[src/rtl/mannix_job_sched.sv]
// mannix_job_sched: in-order job queue that launches jobs on the CNN, POOL and
// FCC engines. It tracks each engine from go through busy to completion, then
// reports finished jobs one at a time, with illegal jobs first and then CNN >
// POOL > FCC.
module mannix_job_sched #(
    parameter int CMD_DEPTH     = 8,
    parameter int ID_WIDTH      = 4,
    parameter int START_TIMEOUT = 4
) (
    input  logic                         clk,
    input  logic                         rst_n,
    input  logic                         cmd_valid,
    output logic                         cmd_ready,
    input  logic [1:0]                   cmd_eng,
    input  logic                         cmd_barrier,
    input  logic [ID_WIDTH-1:0]          cmd_id,
    output logic [2:0]                   eng_go,
    input  logic [2:0]                   eng_busy,
    output logic                         done_valid,
    output logic [ID_WIDTH-1:0]          done_id,
    output logic                         done_err,
    output logic [$clog2(CMD_DEPTH):0]   q_count,
    output logic                         sched_busy
);

    localparam int PW = $clog2(CMD_DEPTH);
    localparam int CW = PW + 1;
    localparam int TW = $clog2(START_TIMEOUT + 1);

    typedef enum logic [2:0] {
        S_IDLE,
        S_LAUNCH,
        S_ARM,
        S_RUN,
        S_DONE
    } eng_state_t;

    // Command queue storage and bookkeeping
    logic [1:0]          q_eng [CMD_DEPTH];
    logic                q_bar [CMD_DEPTH];
    logic [ID_WIDTH-1:0] q_id  [CMD_DEPTH];
    logic [PW-1:0]       wr_ptr;
    logic [PW-1:0]       rd_ptr;
    logic [CW-1:0]       count;
    logic [CW-1:0]       count_nxt;

    // Per-engine tracking
    eng_state_t          state     [3];
    eng_state_t          state_nxt [3];
    logic [ID_WIDTH-1:0] eng_id    [3];
    logic [TW-1:0]       arm_cnt   [3];
    logic                eng_err   [3];
    logic [2:0]          timeout;

    // Illegal-job completion slot
    logic                ill_pend;
    logic                ill_pend_nxt;
    logic [ID_WIDTH-1:0] ill_id;

    // Dispatch and completion-select wires
    logic                push;
    logic                pop_any;
    logic                pop_ill;
    logic [2:0]          launch;
    logic [1:0]          head_eng;
    logic                head_bar;
    logic [ID_WIDTH-1:0] head_id;
    logic                all_idle;
    logic                barrier_ok;
    logic                sel_ill;
    logic [2:0]          sel;
    logic                sel_any;
    logic [ID_WIDTH-1:0] sel_id;
    logic                sel_err;
    logic                any_active_nxt;

    assign cmd_ready  = (count < CW'(CMD_DEPTH));
    assign push       = cmd_valid && cmd_ready;
    assign q_count    = count;
    assign head_eng   = q_eng[rd_ptr];
    assign head_bar   = q_bar[rd_ptr];
    assign head_id    = q_id[rd_ptr];
    assign all_idle   = (state[0] == S_IDLE) && (state[1] == S_IDLE) && (state[2] == S_IDLE);
    assign barrier_ok = !head_bar || (all_idle && !ill_pend && (eng_busy == 3'b000));
    assign pop_any    = pop_ill || (launch != 3'b000);

    // Queue payload write; storage needs no reset because count gates every read
    always_ff @(posedge clk) begin
        if (push) begin
            q_eng[wr_ptr] <= cmd_eng;
            q_bar[wr_ptr] <= cmd_barrier;
            q_id[wr_ptr]  <= cmd_id;
        end
    end

    // Next occupancy from this cycle's push and pop
    always_comb begin
        count_nxt = count;
        case ({push, pop_any})
            2'b10:   count_nxt = count + CW'(1);
            2'b01:   count_nxt = count - CW'(1);
            default: count_nxt = count;
        endcase
    end

    // Queue pointers and occupancy register
    always_ff @(posedge clk or negedge rst_n) begin
        if (!rst_n) begin
            wr_ptr <= '0;
            rd_ptr <= '0;
            count  <= '0;
        end else begin
            if (push) wr_ptr <= wr_ptr + PW'(1);
            if (pop_any) rd_ptr <= rd_ptr + PW'(1);
            count <= count_nxt;
        end
    end

    // Head-of-queue dispatch: in order, at most one pop per cycle
    always_comb begin
        launch  = 3'b000;
        pop_ill = 1'b0;
        if ((count != '0) && barrier_ok) begin
            if (head_eng == 2'd3) begin
                pop_ill = 1'b1;
            end else begin
                for (int e = 0; e < 3; e++) begin
                    if ((head_eng == 2'(e)) && (state[e] == S_IDLE) && !eng_busy[e]) begin
                        launch[e] = 1'b1;
                    end
                end
            end
        end
    end

    // Completion select: the illegal slot wins, then CNN, POOL, FCC
    always_comb begin
        sel_ill = 1'b0;
        sel     = 3'b000;
        sel_id  = '0;
        sel_err = 1'b0;
        if (ill_pend) begin
            sel_ill = 1'b1;
            sel_id  = ill_id;
            sel_err = 1'b1;
        end else if (state[0] == S_DONE) begin
            sel[0]  = 1'b1;
            sel_id  = eng_id[0];
            sel_err = eng_err[0];
        end else if (state[1] == S_DONE) begin
            sel[1]  = 1'b1;
            sel_id  = eng_id[1];
            sel_err = eng_err[1];
        end else if (state[2] == S_DONE) begin
            sel[2]  = 1'b1;
            sel_id  = eng_id[2];
            sel_err = eng_err[2];
        end
        sel_any = sel_ill || (sel != 3'b000);
    end

    // Per-engine next-state: launch, wait for busy (or time out), run, report
    always_comb begin
        for (int e = 0; e < 3; e++) begin
            state_nxt[e] = state[e];
            timeout[e]   = ((arm_cnt[e] + TW'(1)) == TW'(START_TIMEOUT));
            case (state[e])
                S_IDLE:   if (launch[e]) state_nxt[e] = S_LAUNCH;
                S_LAUNCH: state_nxt[e] = S_ARM;
                S_ARM: begin
                    if (eng_busy[e]) state_nxt[e] = S_RUN;
                    else if (timeout[e]) state_nxt[e] = S_DONE;
                end
                S_RUN:    if (!eng_busy[e]) state_nxt[e] = S_DONE;
                S_DONE:   if (sel[e]) state_nxt[e] = S_IDLE;
                default:  state_nxt[e] = S_IDLE;
            endcase
        end
    end

    // Per-engine state register
    always_ff @(posedge clk or negedge rst_n) begin
        if (!rst_n) begin
            for (int e = 0; e < 3; e++) state[e] <= S_IDLE;
        end else begin
            for (int e = 0; e < 3; e++) state[e] <= state_nxt[e];
        end
    end

    // Per-engine job ID, arm counter and error flag
    always_ff @(posedge clk or negedge rst_n) begin
        if (!rst_n) begin
            for (int e = 0; e < 3; e++) begin
                eng_id[e]  <= '0;
                arm_cnt[e] <= '0;
                eng_err[e] <= 1'b0;
            end
        end else begin
            for (int e = 0; e < 3; e++) begin
                if (launch[e]) begin
                    eng_id[e]  <= head_id;
                    eng_err[e] <= 1'b0;
                end
                if (state[e] == S_LAUNCH) begin
                    arm_cnt[e] <= '0;
                end else if ((state[e] == S_ARM) && !eng_busy[e]) begin
                    arm_cnt[e] <= arm_cnt[e] + TW'(1);
                    if (timeout[e]) eng_err[e] <= 1'b1;
                end
            end
        end
    end

    // Next value of the illegal slot; a new illegal pop overrides the clear
    always_comb begin
        ill_pend_nxt = ill_pend;
        if (pop_ill) ill_pend_nxt = 1'b1;
        else if (sel_ill) ill_pend_nxt = 1'b0;
        any_active_nxt = (state_nxt[0] != S_IDLE) || (state_nxt[1] != S_IDLE) ||
                         (state_nxt[2] != S_IDLE);
    end

    // Illegal-job slot register
    always_ff @(posedge clk or negedge rst_n) begin
        if (!rst_n) begin
            ill_pend <= 1'b0;
            ill_id   <= '0;
        end else begin
            ill_pend <= ill_pend_nxt;
            if (pop_ill) ill_id <= head_id;
        end
    end

    // Registered outputs: go pulses, completion report and overall busy
    always_ff @(posedge clk or negedge rst_n) begin
        if (!rst_n) begin
            eng_go     <= 3'b000;
            done_valid <= 1'b0;
            done_id    <= '0;
            done_err   <= 1'b0;
            sched_busy <= 1'b0;
        end else begin
            eng_go     <= launch;
            done_valid <= sel_any;
            done_id    <= sel_id;
            done_err   <= sel_err;
            sched_busy <= (count_nxt != '0) || any_active_nxt || ill_pend_nxt;
        end
    end

endmodule

[config.mk]
export PLATFORM = sky130hd
export DESIGN_NAME = mannix_job_sched
export DESIGN_NICKNAME = d
export VERILOG_FILES = /design/src/rtl/mannix_job_sched.sv
export SDC_FILE = /design/constraint.sdc
export NUM_CORES = 1
export LEC_CHECK = 0
export CORE_MARGIN = 4
export CORE_UTILIZATION = 35
export CTS_CLUSTER_DIAMETER = 150
export DETAILED_ROUTE_END_ITERATION = 12
export GPL_TIMING_DRIVEN = 0
export SLEW_MARGIN = 20
export SYNTH_ARGS = -nofsm -noshare
export SYNTH_HDL_FRONTEND = slang
export SYNTH_SLANG_ARGS = --single-unit
[constraint.sdc]
create_clock -name clk -period 4.7 [get_ports clk]
set_input_delay 1.41 -clock clk [delete_from_list [all_inputs] [get_ports clk]]
set_output_delay 1.41 -clock clk [all_outputs]
set_load 0.02 [all_outputs]
==> flow_summary_export.csv <==
group,metric,value,unit
timing,post-route-period-util,95.2,%
layout,finish.utilization,44.5,%
worst_setup_path,arrival,4.75,ns
worst_setup_path,critPathMaxFanout,7,
synthesis,ys_ff_latch,114,
placed_design,dp_worst_setup_slack,-0.703,ns
global_routing,grt_pass1_vias,3081,
die,core_area,13900,um2
synthesis,yosysSeqAreaShare,63.2,%
worst_setup_path,end_kind,"flip-flop",
layout,area_delta_synth_final,24.5,%
synthesis,synth_top_cell_by_area,"edfxtp_1",
cts,cts.sinks,114,
layout,diodes,0,
cts,root_buffer,"clkbuf_16",
timing,max_freq,224,MHz
synthesis,yosys.cell_types.count,49,
global_routing,grtUsageTotal,12.8,%
global_routing,grt_first_pass_wirelength,15900,um
die,rows,43,
worst_setup_path,crit_type,"in2reg",
drt,vias,2892,
placed_design,placed_area,5490,um2
synthesis,syn_area_per_cell,14.3,um2
layout,drive_above_1_share,23.0,%
drt,via_per_inst,4.92,
worst_setup_path,rr_startpoint,"rd_ptr[0]",
worst_hold_path,min-delay-start,"ill_id[0]",
synthesis,synth-async-reset-ratio,50.9,%
synthesis,synth_area,4960,um2
worst_hold_path,hold_class,"reg2reg",
drt,firstDrtPassIters,4,
drt,route.detailed.drc,0,
synthesis,ys_top_cells_by_count,"dfrtp_1, edfxtp_1, nor2_1, nand2_1, o21ai_0",
worst_setup_path,crit_start,"eng_busy[0]",
layout,fin_nets,420,
die,ios,28,
timing,clock-skew-final,0.00572,ns
synthesis,ys_warn_count,0,
timing,drv_slew,0,
drt,first_iter_violations,176,
power_and_ir_drop,leakage,2.41,nW
layout,regArea,3130,um2
synthesis,postSynthCellCount,346,
die,die_height,127,um
run_status,outcome,"completed",
cts,cts_tree,"built",
timing,period_needed,4.47,ns
drt,routedWlPerCell,16.0,um
timing,fin_tns_setup,0,ns
synthesis,synth_ff_type,"dfrtp_1",
timing,finalSetupViolCount,0,
cts,cts_buffers,17,
placed_design,port_buffers,27,
cts,cts.clk_slew.worst_paths,0.05,ns
job,drv_cap,0,
synthesis,syn_nets,371,
global_routing,antenna_found_initial,0,
placed_design,gp_congestion,0.794,
layout,fill_cells,1231,
power_and_ir_drop,ir_drop,0.324,mV
power_and_ir_drop,power.total,4.31,mW
power_and_ir_drop,p_per_area,698,nW/um2
timing,tightest_slew,0.971,ns
drt,drtAntennaViolNets,0,
synthesis,synthTopCellsByArea,"edfxtp_1, dfrtp_1, mux4_2",
timing,rsz0062_at_grt,"false",
drt,wirelength,9440,um
cts,cts_buffer_depth,2,
synthesis,yosysMostFrequentCell,"dfrtp_1",
worst_setup_path,start_kind,"input port",
die,dieArea,16100,um2
global_routing,grt-ovfl-total,0,
layout,stdcell_area,6180,um2
die,start_util,35.7,%
cts,h-tree-depth,4,
cts,worstSkewPairLatency,0.41,ns
global_routing,grt_max_degree,48,
timing,finalHoldViolCount,0,
layout,multiInputGateArea,1740,um2
timing,worst_slack,0.228,ns
placed_design,hpwl,6270,um
synthesis,synth_edf_count,56,
timing,slew_headroom,35.1,%
synthesis,yosysTopAreaCellShare,33.9,%
die,die_x,127,um
cts,hold_buffers,0,
worst_setup_path,crit_required,4.98,ns
## critical path, stage by stage
cell and delay (ns):
clkdlybuf4s50_1 0.55, nor4_4 0.26, nor4b_4 0.31, o21ai_4 0.14, a311oi_4 0.26, ha_2 0.27, inv_1 0.07, fa_1 0.47
nor2b_1 0.17, a21oi_1 0.09, nor4_1 0.19, nand4b_1 0.15, or4_1 0.41
## cells by family after synthesis
group	after synthesis	synth area share [%]
AOI/OAI and AO/OA	55	7.29
xor gates and xnor gates	7	1.24
adders and majority gates	12	3.18
buffers and inverters	30	2.60
DFF	114	63.2
muxes	43	13.1
and+or+nand+nor	85	9.48
## state kept, by name (all words and copies together) (netlist names), 4 cells and up
name,count
q_id,32
q_eng,16
eng_id,12
arm_cnt,9
state,9
q_bar,8
done_id,4
ill_id,4
q_count,4
## report_power, final
group	total (mW)	internal [mW]	switching (mW)
combinational	1.46	0.708	0.756
sequential	1.49	1.32	0.176
clock	1.36	0.890	0.465
## stage by stage
| step | instances | hold slack [ns] |
|---|---|---|
| after floorplan | 346 | 0.450 |
| after global placement | 553 | 0.474 |
| after detailed placement | 554 | 0.483 |
| after CTS | 587 | 0.497 |
| after global routing | 588 | 0.523 |
| final | 588 | 0.497 |
## cell type report
| type | instances | area share (%) |
|---|---|---|
| clock buffer | 17 | 6.89 |
| timing repair buffer | 30 | 5.10 |
| tap | 180 | 3.65 |
| clock inverter | 15 | 3.36 |
| multi-input combinational | 202 | 28.2 |
| buffer | 12 | 0.993 |
| inverter | 18 | 1.09 |
| sequential | 114 | 50.7 |
## placed cells by master (no fill, tap or decap), types with 7 or more instances in the layout
cell / instances
a21oi_1: 10
a22oi_1: 7
clkbuf_16: 17
clkdlybuf4s50_1: 24
clkinvlp_4: 7
dfrtp_1: 58
edfxtp_1: 56
ha_1: 10
inv_1: 18
mux2_2: 18
mux2i_1: 7
mux4_2: 13
nand2_1: 22
nor2_1: 25
o21ai_0: 22
## worst paths after layout
check,slack [ns],endpoint,cells past startpoint
min in group asynchronous,0.85,arm_cnt[7],1
max in group asynchronous,3.38,eng_id[11],2
max,0.23,sched_busy,13
min,0.50,done_id[0],2
min reg2reg,0.50,done_id[0],2
max reg2reg,0.78,sched_busy,13
## metal layers
| layer | global-route usage (%) | part of all wire (%) |
|---|---|---|
| met5 | 0 | 0 |
| met4 | 5.49 | 1.5 |
| met3 | 3.26 | 3.0 |
| met2 | 20.8 | 49 |
| met1 | 16.3 | 46 |
## timing repair
action / CTS / global route
endpoints found under the setup margin: 1 / 1
resized for setup: 4 / 3
buffers inserted: 1 / 1
pin swaps: 2 / 2
No activity file was read; power rests on OpenSTA's default activity.
